`config.mk`:
```
export PLATFORM = sky130hd
export DESIGN_NAME = align_normalize_iter_flat
export DESIGN_NICKNAME = d
export VERILOG_FILES = /design/src/rtl/align_normalize_iter_if.sv /design/src/rtl/align_normalize_iter.sv /design/src/flat_wrapper.sv
export SDC_FILE = /design/constraint.sdc
export NUM_CORES = 1
export LEC_CHECK = 0
export ABC_AREA = 1
export CAP_MARGIN = 20
export CORE_AREA = 2 2 115 106
export DETAILED_ROUTE_END_ITERATION = 12
export DIE_AREA = 0 0 117 108
export PLACE_DENSITY_LB_ADDON = 0.15
export SLEW_MARGIN = 5
export SYNTH_ARGS = -nofsm -noshare
export SYNTH_HDL_FRONTEND = slang
export SYNTH_SLANG_ARGS = --single-unit
export TNS_END_PERCENT = 30
```
`constraint.sdc`:
```
create_clock -name i_clk -period 2.2 [get_ports i_clk]
set_input_delay 0.44 -clock i_clk [delete_from_list [all_inputs] [get_ports i_clk]]
set_output_delay 0.44 -clock i_clk [all_outputs]
set_load 0.005 [all_outputs]
```
`src/rtl/align_normalize_iter_if.sv`:
```
// Handshake bundle for align_normalize_iter: the accumulated-sum input stream and
// the normalized sign/exponent/mantissa result stream.
interface align_normalize_iter_if #(
  parameter int IN_W  = 19,
  parameter int EXP_W = 6
);
  // Both streams: a beat transfers on a rising edge where valid and ready are both
  // high; the source holds valid and payload stable until that edge, and ready may
  // be driven independently of valid.
  logic             i_valid;
  logic             o_ready;
  logic [IN_W-1:0]  i_sum;
  logic [EXP_W-1:0] i_max_exp;
  logic             o_valid;
  logic             i_ready;
  logic             o_sign;
  logic [EXP_W-1:0] o_exp;
  logic [2:0]       o_man;
  logic             o_zero;
  logic             o_ovf;

  modport master (
    output i_valid, i_sum, i_max_exp, i_ready,
    input  o_ready, o_valid, o_sign, o_exp, o_man, o_zero, o_ovf
  );

  modport slave (
    input  i_valid, i_sum, i_max_exp, i_ready,
    output o_ready, o_valid, o_sign, o_exp, o_man, o_zero, o_ovf
  );
endinterface

```
`src/rtl/align_normalize_iter.sv`:
```
// Iterative normalizer: signed aligned sum -> sign / exponent / 3-bit mantissa with
// round-to-nearest-even, one normalizing shift per cycle.
module align_normalize_iter #(
  parameter int IN_W  = 19,
  parameter int POINT = 13,
  parameter int EXP_W = 6
) (
  input  logic                  i_clk,
  input  logic                  i_rst,
  align_normalize_iter_if.slave io_bus,
  output logic [2:0]            o_state,
  output logic [50:0]           number
);
  localparam logic [2:0] S_IDLE  = 3'd0;
  localparam logic [2:0] S_ABS   = 3'd1;
  localparam logic [2:0] S_NORM  = 3'd2;
  localparam logic [2:0] S_ROUND = 3'd3;
  localparam logic [2:0] S_DONE  = 3'd4;

  logic [2:0]       r_state;
  logic [IN_W-1:0]  r_mag;
  logic [EXP_W-1:0] r_exp;
  logic             r_sign;
  logic             r_sticky;
  logic             r_valid;
  logic             r_osign;
  logic [EXP_W-1:0] r_oexp;
  logic [2:0]       r_oman;
  logic             r_zero;
  logic             r_ovf;

  logic [IN_W-1:0]  w_abs;
  logic             w_above;
  logic             w_exp_max;
  logic [2:0]       w_man;
  logic             w_g;
  logic             w_s;
  logic             w_inc;
  logic [3:0]       w_man_rnd;

  // r_mag holds the raw latched sum until ABS replaces it with its magnitude.
  assign w_abs     = r_sign ? (~r_mag + 1'b1) : r_mag;
  assign w_above   = |r_mag[IN_W-1:POINT+1];
  assign w_exp_max = (r_exp == {EXP_W{1'b1}});
  assign w_man     = r_mag[POINT -: 3];
  assign w_g       = r_mag[POINT-3];
  assign w_s       = (|r_mag[POINT-4:0]) | r_sticky;
  assign w_inc     = w_g & (w_s | w_man[0]);
  assign w_man_rnd = {1'b0, w_man} + {3'b000, w_inc};

  always_ff @(posedge i_clk) begin
    if (i_rst) begin
      r_state  <= S_IDLE;
      r_mag    <= '0;
      r_exp    <= '0;
      r_sign   <= 1'b0;
      r_sticky <= 1'b0;
      r_valid  <= 1'b0;
      r_osign  <= 1'b0;
      r_oexp   <= '0;
      r_oman   <= '0;
      r_zero   <= 1'b0;
      r_ovf    <= 1'b0;
    end else begin
      case (r_state)
        S_IDLE: begin
          if (io_bus.i_valid) begin
            r_mag    <= io_bus.i_sum;
            r_exp    <= io_bus.i_max_exp;
            r_sign   <= io_bus.i_sum[IN_W-1];
            r_sticky <= 1'b0;
            r_state  <= S_ABS;
          end
        end
        S_ABS: begin
          if (w_abs == '0) begin
            r_valid <= 1'b1;
            r_osign <= 1'b0;
            r_oexp  <= '0;
            r_oman  <= '0;
            r_zero  <= 1'b1;
            r_ovf   <= 1'b0;
            r_state <= S_DONE;
          end else begin
            r_mag   <= w_abs;
            r_state <= S_NORM;
          end
        end
        S_NORM: begin
          if (w_above) begin
            if (w_exp_max) begin
              r_valid <= 1'b1;
              r_osign <= r_sign;
              r_oexp  <= {EXP_W{1'b1}};
              r_oman  <= 3'b111;
              r_zero  <= 1'b0;
              r_ovf   <= 1'b1;
              r_state <= S_DONE;
            end else begin
              r_mag    <= r_mag >> 1;
              r_sticky <= r_sticky | r_mag[0];
              r_exp    <= r_exp + 1'b1;
            end
          end else if (!r_mag[POINT]) begin
            // Exponent exhausted before the leading one reached POINT: flush, keep sign.
            if (r_exp == '0) begin
              r_valid <= 1'b1;
              r_osign <= r_sign;
              r_oexp  <= '0;
              r_oman  <= '0;
              r_zero  <= 1'b1;
              r_ovf   <= 1'b0;
              r_state <= S_DONE;
            end else begin
              r_mag <= r_mag << 1;
              r_exp <= r_exp - 1'b1;
            end
          end else begin
            r_state <= S_ROUND;
          end
        end
        S_ROUND: begin
          r_valid <= 1'b1;
          r_osign <= r_sign;
          r_zero  <= 1'b0;
          r_state <= S_DONE;
          if (w_man_rnd[3]) begin
            if (w_exp_max) begin
              r_oexp <= {EXP_W{1'b1}};
              r_oman <= 3'b111;
              r_ovf  <= 1'b1;
            end else begin
              r_oexp <= r_exp + 1'b1;
              r_oman <= 3'b100;
              r_ovf  <= 1'b0;
            end
          end else begin
            r_oexp <= r_exp;
            r_oman <= w_man_rnd[2:0];
            r_ovf  <= 1'b0;
          end
        end
        S_DONE: begin
          if (io_bus.i_ready) begin
            r_valid <= 1'b0;
            r_state <= S_IDLE;
          end
        end
        default: r_state <= S_IDLE;
      endcase
    end
  end

  assign io_bus.o_ready = (r_state == S_IDLE) && !i_rst;
  assign io_bus.o_valid = r_valid;
  assign io_bus.o_sign  = r_osign;
  assign io_bus.o_exp   = r_oexp;
  assign io_bus.o_man   = r_oman;
  assign io_bus.o_zero  = r_zero;
  assign io_bus.o_ovf   = r_ovf;
  assign o_state        = r_state;
  // No cell-library submodules are instantiated here, so the tally is empty.
  assign number         = '0;
endmodule

```
`src/flat_wrapper.sv`:
```
// flat-port wrapper written by rule: the top's interface ports become plain ports
module align_normalize_iter_flat 
#(
  parameter int IN_W  = 19,
  parameter int POINT = 13,
  parameter int EXP_W = 6
)
  (i_clk, i_rst, o_state, number, io_bus_i_valid, io_bus_i_sum, io_bus_i_max_exp, io_bus_i_ready, io_bus_o_ready, io_bus_o_valid, io_bus_o_sign, io_bus_o_exp, io_bus_o_man, io_bus_o_zero, io_bus_o_ovf);
  align_normalize_iter_if #(.IN_W(IN_W), .EXP_W(EXP_W)) io_bus_i ();
  input  logic i_clk;
  input  logic i_rst;
  output logic [2:0] o_state;
  output logic [50:0] number;
  input wire logic [$bits(io_bus_i.i_valid)-1:0] io_bus_i_valid;
  input wire logic [$bits(io_bus_i.i_sum)-1:0] io_bus_i_sum;
  input wire logic [$bits(io_bus_i.i_max_exp)-1:0] io_bus_i_max_exp;
  input wire logic [$bits(io_bus_i.i_ready)-1:0] io_bus_i_ready;
  output wire logic [$bits(io_bus_i.o_ready)-1:0] io_bus_o_ready;
  output wire logic [$bits(io_bus_i.o_valid)-1:0] io_bus_o_valid;
  output wire logic [$bits(io_bus_i.o_sign)-1:0] io_bus_o_sign;
  output wire logic [$bits(io_bus_i.o_exp)-1:0] io_bus_o_exp;
  output wire logic [$bits(io_bus_i.o_man)-1:0] io_bus_o_man;
  output wire logic [$bits(io_bus_i.o_zero)-1:0] io_bus_o_zero;
  output wire logic [$bits(io_bus_i.o_ovf)-1:0] io_bus_o_ovf;
  assign io_bus_i.i_valid = io_bus_i_valid;
  assign io_bus_i.i_sum = io_bus_i_sum;
  assign io_bus_i.i_max_exp = io_bus_i_max_exp;
  assign io_bus_i.i_ready = io_bus_i_ready;
  assign io_bus_o_ready = io_bus_i.o_ready;
  assign io_bus_o_valid = io_bus_i.o_valid;
  assign io_bus_o_sign = io_bus_i.o_sign;
  assign io_bus_o_exp = io_bus_i.o_exp;
  assign io_bus_o_man = io_bus_i.o_man;
  assign io_bus_o_zero = io_bus_i.o_zero;
  assign io_bus_o_ovf = io_bus_i.o_ovf;
  align_normalize_iter #(.IN_W(IN_W), .POINT(POINT), .EXP_W(EXP_W)) u_core (.i_clk(i_clk), .i_rst(i_rst), .io_bus(io_bus_i), .o_state(o_state), .number(number));
endmodule
```
Word-level counts from Yosys, hierarchy flattened
Index checks and enable logic that the tools add are counted.
- bitwise gates (word level): 5
- add/subtract/negate cells: 4
- eq/ne operators: 17
- multiplexer cells: 64
- reduce and logical (&&, ||, !) cells: 19
- operators by type and width (cell ; count):
    2-to-1 mux 19 bit ; 7
    2-to-1 mux 6 bit ; 12
    case mux 19 bit (3 select lines) ; 1
    2-to-1 mux 3 bit ; 13
    2-to-1 mux 1 bit ; 21
    adder 19 x 1 -> 19 bit (second input constant) ; 1
    zero test 19 bit ; 1
    inverter 19 bit ; 1
    case mux 6 bit (3 select lines) ; 1
    case mux 3 bit (5 select lines) ; 1
    case mux 6 bit (2 select lines) ; 1
    AND reduction 4 bit ; 3
    AND reduction 6 bit ; 2
    AND reduction 5 bit ; 2
    OR reduction 10 bit ; 1
    != test 3 bit (second input constant) ; 3
    case mux 1 bit (3 select lines) ; 3
    case mux 3 bit (3 select lines) ; 1
    != test 2 bit (second input constant) ; 4
    adder 6 x 1 -> 6 bit (second input constant) ; 1
    == test 3 x 2 -> 1 bit (second input constant) ; 2
    == test 6 bit (second input constant) ; 1
    zero test 6 bit ; 1
    nonzero test 3 bit ; 2
    other kinds (20) ; 23
- flip-flop bits (word level): 43
- word-level logic and storage cells: 121

Logic depth before layout (Yosys ltp)
- depth after elaboration: 7
- gate-level depth with buffers: 18

Least setup slack after synthesis
OpenSTA, ideal clock, no wires.
- kind: register -> register
- start point: register u_core.r_mag[0]
- end point: register u_core.r_mag[0]
- required time: 2.090 ns
- data arrival time: 1.916 ns
- cell stages (with the launch flop): 17
- clock period less this slack: 2.026 ns
- path slack: 0.174 ns
- path through: dfxtp_1 inv_1 ha_1 nand2_2 o21ai_2 nand2_1 nand2_1 nand2_2 nor2_2 nand2_1 nor2_2 nand3_4 nand3_2 buf_6 nand2_1 inv_1 nor2_2
- word-level cells in the longest chain between the ends: 6
- elaborated cells between the ends (all ways): 8
- RTL lines (what ; line ; source):
    start, declared ; align_normalize_iter.sv:21 ; logic [IN_W-1:0] r_mag;
    start signal, assigned ; align_normalize_iter.sv:68 ; r_mag <= io_bus.i_sum;
    start signal, assigned ; align_normalize_iter.sv:85 ; r_mag <= w_abs;
    start signal, assigned ; align_normalize_iter.sv:100 ; r_mag <= r_mag >> 1;
    inverter 19 bit ; align_normalize_iter.sv:42 ; assign w_abs = r_sign ? (~r_mag + 1'b1) : r_mag;
    adder 19 x 1 -> 19 bit ; align_normalize_iter.sv:42 ;
    2-to-1 mux 19 bit * ; align_normalize_iter.sv:42 ;
    zero test 19 bit ; align_normalize_iter.sv:76 ; if (w_abs == '0) begin
    != test 2 bit (no source line) ; - ;
    AND reduction 6 bit (no source line) ; - ;
Mark *: on every way between the ends. The rest lies on a longest branch, timed or not. The select of a mux whose other input is x is not followed.
A chain may end at the register's enable or synchronous reset.

Final worst setup path
- start point: register u_core.r_mag[14]
- end point: register u_core.r_oexp[4], in the netlist u_core.io_bus.o_exp[4]
- word-level cells in the longest chain between the ends: 6
- elaborated cells between the ends (all ways): 12
- RTL lines (what ; line ; source):
    inverter 19 bit ; align_normalize_iter.sv:42 ;
    adder 19 x 1 -> 19 bit ; align_normalize_iter.sv:42 ;
    2-to-1 mux 19 bit ; align_normalize_iter.sv:42 ;
    zero test 19 bit ; align_normalize_iter.sv:76 ;
    != test 2 x 1 -> 1 bit (no source line) ; - ;
    AND reduction 5 bit (no source line) ; - ;
    end signal, assigned ; align_normalize_iter.sv:94 ; r_oexp <= {EXP_W{1'b1}};
    end signal, assigned ; align_normalize_iter.sv:129 ; r_oexp <= {EXP_W{1'b1}};
    end signal, assigned ; align_normalize_iter.sv:133 ; r_oexp <= r_exp + 1'b1;
    end, declared ; align_normalize_iter.sv:27 ; logic [EXP_W-1:0] r_oexp;
Several ways; a longest one is shown, not always the timed one.

==> key figures <==
Finish
  – Commonest non-fill, non-tap cell in the layout: nand2_1
  – Most frequent cells in the layout: nand2_1, inv_1, buf_4
  – Utilization after layout: 46.2%
  – Area growth syn-to-layout: 33.9%
  – Fillers: 1202
  – Final Non-Filler Cells: 903
  – # diodes: 0
  – Final nets: 780
  – Layout cells sized above 1: 20.1%

Floorplanning
  – CORE AREA: 11300 um^2
  – Ports: 97
  – Die area: 12600 um^2
  – Die X-Extent: 117 um
  – FP Rows: 37
  – Initial Utilization: 34.5%
  – Die Height: 108 um

Yosys
  – Post-synth EDFFs: 0
  – Synth Flop Type: dfxtp_1
  – Share of Yosys cell area claimed by the top area cell type: 22.0%
  – Synth Cell Area: 3910 um^2
  – Synth area leaders: dfxtp_1, nand2_1, buf_4, inv_1, nor2_1
  – Distinct cells, synth: 41
  – Synth Warn #: 0
  – Seq cells post-synth: 43
  – Syn_area_per_cell: 5.99 um^2
  – Area leader, netlist: dfxtp_1
  – Sequential share of the synthesized area: 22.0%
  – Asr flop ratio synth: 0%
  – Cells after synthesis: 653

GRT
  – Most Used Layer, Global Route: met2
  – GRT Util Overall: 21.2%
  – First-pass GRT wire length: 20.8 mm
  – GRT overflow: 0
  – Initial antenna violation count: 0
  – Met1 GRT Util: 30.3%
  – Met2 Track Usage GR: 32.2%
  – Number of global-route vias before repair: 4099
  – Largest net degree at the start of global routing: 27
  – GR Layer Usage met3: 4.20%

Route
  – WL final: 13.3 mm
  – WL/cell: 14.7 um
  – DR iter-0 viols: 312
  – DRC: 0
  – Post-route ant nets: 0
  – Vias/cell: 4.95
  – First drt pass iteration count: 5
  – Via count: 4474

Min path
  – Hold EP: u_core.io_bus.o_valid$_SDFFE_PP0P_
  – HP Start: u_core.io_bus.o_valid$_SDFFE_PP0P_
  – Hold-critical path depth: 2
  – Worst Hold Class: flop to flop

Placement
  – # port buffers: 45
  – GPL Wtd Cong: 0.961
  – HPWL after DPL: 9.80 mm
  – Placed Instances: 886
  – Post-Place Setup Slack: -0.0664 ns

STA
  – RSZ-0062 raised after global routing: yes
  – Fmax: 0.457 GHz
  – Final setup fails: 0
  – Final hold vios: 0
  – Post-route minimum period: 2.19 ns
  – Max Slew Vio Count: 0
  – Min Hold Slack: 0.449 ns
  – Clock Skew: 0.0112 ns
  – Final worst slack: 0.00992 ns
  – Post-route setup TNS: 0 ns
  – Final worst path period share: 99.5%

Worst setup path
  – CP Data Required Time: 2.39 ns
  – Reg2reg end: u_core.io_bus.o_exp[4]$_SDFFE_PP0P_
  – Setup crit start kind: flop
  – Kind of critical path: flop to flop
  – CP Max Fanout: 8
  – R2r worst-path depth: 9
  – FF-to-FF Start: u_core.r_mag[14]$_SDFFE_PP0P_
  – Critical path endpoint category: flop
  – Flop-to-flop setup slack: 0.01 ns
  – CP arrival: 2.38 ns

Clock tree
  – Root Driver: clkbuf_16
  – H-tree levels: 2
  – Max Root-Sink Buffers: 2
  – Num CTS Buffers: 5
  – Hold buffers post-CTS: 0
  – TritonCTS clock tree: yes
  – Clk_lat worst skew: 0.30 ns
  – Num Clock Sinks: 43
  – Clk slew on worst S/H paths: 0.06 ns

Run status
  – Status: finished clean

Pwr
  – Leak: 2.49 nW
  – Power Density: 1610 nW/um^2
  – Peak VDD IR: 0.000528 V

Job
  – Max-cap viol count: 0
==> cell usage after synthesis (all sizes together), types with 4 or more instances <==
| library cell | number |
|---|---|
| nor2 | 83 |
| ha | 5 |
| o21ai | 28 |
| buf | 69 |
| a22oi | 5 |
| nand4 | 22 |
| xor2 | 4 |
| a21oi | 49 |
| a31oi | 4 |
| inv | 76 |
| nor3 | 6 |
| nand3 | 46 |
| o22ai | 8 |
| clkbuf | 10 |
| dfxtp | 43 |
| nand2 | 173 |
==> worst max path at each step <==
stage | end | slack, ns | from | depth (start not counted)
2_1_floorplan | u_core.r_mag[0]$_SDFFE_PP0P_ | 0.17 | u_core.r_mag[0]$_SDFFE_PP0P_ | 16
3_3_place_gp | u_core.io_bus.o_exp[4]$_SDFFE_PP0P_ | -0.08 | u_core.r_mag[10]$_SDFFE_PP0P_ | 14
3_5_place_dp | u_core.io_bus.o_exp[3]$_SDFFE_PP0P_ | -0.07 | u_core.r_mag[10]$_SDFFE_PP0P_ | 14
6_report | u_core.io_bus.o_exp[4]$_SDFFE_PP0P_ | 0.01 | u_core.r_mag[14]$_SDFFE_PP0P_ | 9
5_1_grt | u_core.io_bus.o_sign$_SDFFE_PP0P_ | -0.1 | u_core.r_mag[2]$_SDFFE_PP0P_ | 15
4_1_cts | u_core.r_mag[0]$_SDFFE_PP0P_ | 0.008 | u_core.r_mag[2]$_SDFFE_PP0P_ | 17
==> cell type report <==
type | instances | area, um^2 | share of cell area [%]
clock buffers | 5 | 125 | 2.39
well taps | 156 | 195 | 3.73
flip-flops and latches | 43 | 876 | 16.7
repair buffers | 114 | 1100 | 20.9
clock inverters | 3 | 43.8 | 0.836
multi-input cells | 505 | 2610 | 49.9
inverters | 77 | 289 | 5.52
==> metal layers <==
layer	wire [um]	vias up	part of all wire [%]
li1	-	2203	-
met1	6240	2074	47
met2	5770	180	44
met3	994	17	7.5
met4	254	0	1.9
met5	0	-	0
==> critical path, stage by stage, from the launching register on <==
cell	delay, ns
dfxtp_2	0.36
inv_1	0.20
nand4_1	0.30
nand2_1	0.27
o21ai_0	0.20
nor2_2	0.29
nand2_8	0.12
buf_12	0.15
a21oi_1	0.14
nor2_1	0.06
==> flip-flops by register name, summed over array words and instances (netlist names) <==
name                   count
u_core.io_bus.o_ovf        1
u_core.io_bus.o_valid      1
u_core.r_sign              1
u_core.io_bus.o_exp        6
u_core.o_state             3
u_core.io_bus.o_sign       1
u_core.r_mag              19
u_core.r_sticky            1
u_core.io_bus.o_zero       1
u_core.r_exp               6
u_core.io_bus.o_man        3
==> cell families (layout without fill, tap and decap cells) <==
| logic type | count (synthesis) | in the layout | synth area share, % |
|---|---|---|---|
| XOR/XNOR | 7 | 7 | 1.57 |
| adder cells (fa/ha/maj) | 5 | 5 | 1.60 |
| AND/OR/NAND/NOR | 332 | 333 | 37.3 |
| buffers and inverters | 156 | 199 | 21.2 |
| flip-flops | 43 | 43 | 22.0 |
| other | 1 | 51 | 0.0959 |
| AO/OA/AOI/OAI | 109 | 109 | 16.3 |
==> repair_timing <==
item,4_1_cts,5_1_grt
pin swaps,3,22
resized for setup,21,49
endpoints found under the setup margin,32,35
gates cloned,2,1
buffers inserted,2,5
==> per-stage QoR <==
| step | area, um^2 | total power, mW |
|---|---|---|
| floorplan | 4100 | 4.77 |
| global placement | 4740 | 6.69 |
| CTS | 5050 | 7.96 |
| finish | 5240 | 8.43 |
| detailed placement | 4740 | 6.73 |
| global route | 5240 | 9.19 |
==> report_power, final <==
group          leakage (nW)  total (mW)  internal [mW]  switching [mW]
logic                  2.05        6.03           2.61            3.43
registers             0.358        1.51           1.14           0.371
clock network        0.0838       0.887          0.537           0.350
total                  2.49        8.43           4.28            4.15
No activity file was read; power rests on OpenSTA's default activity.
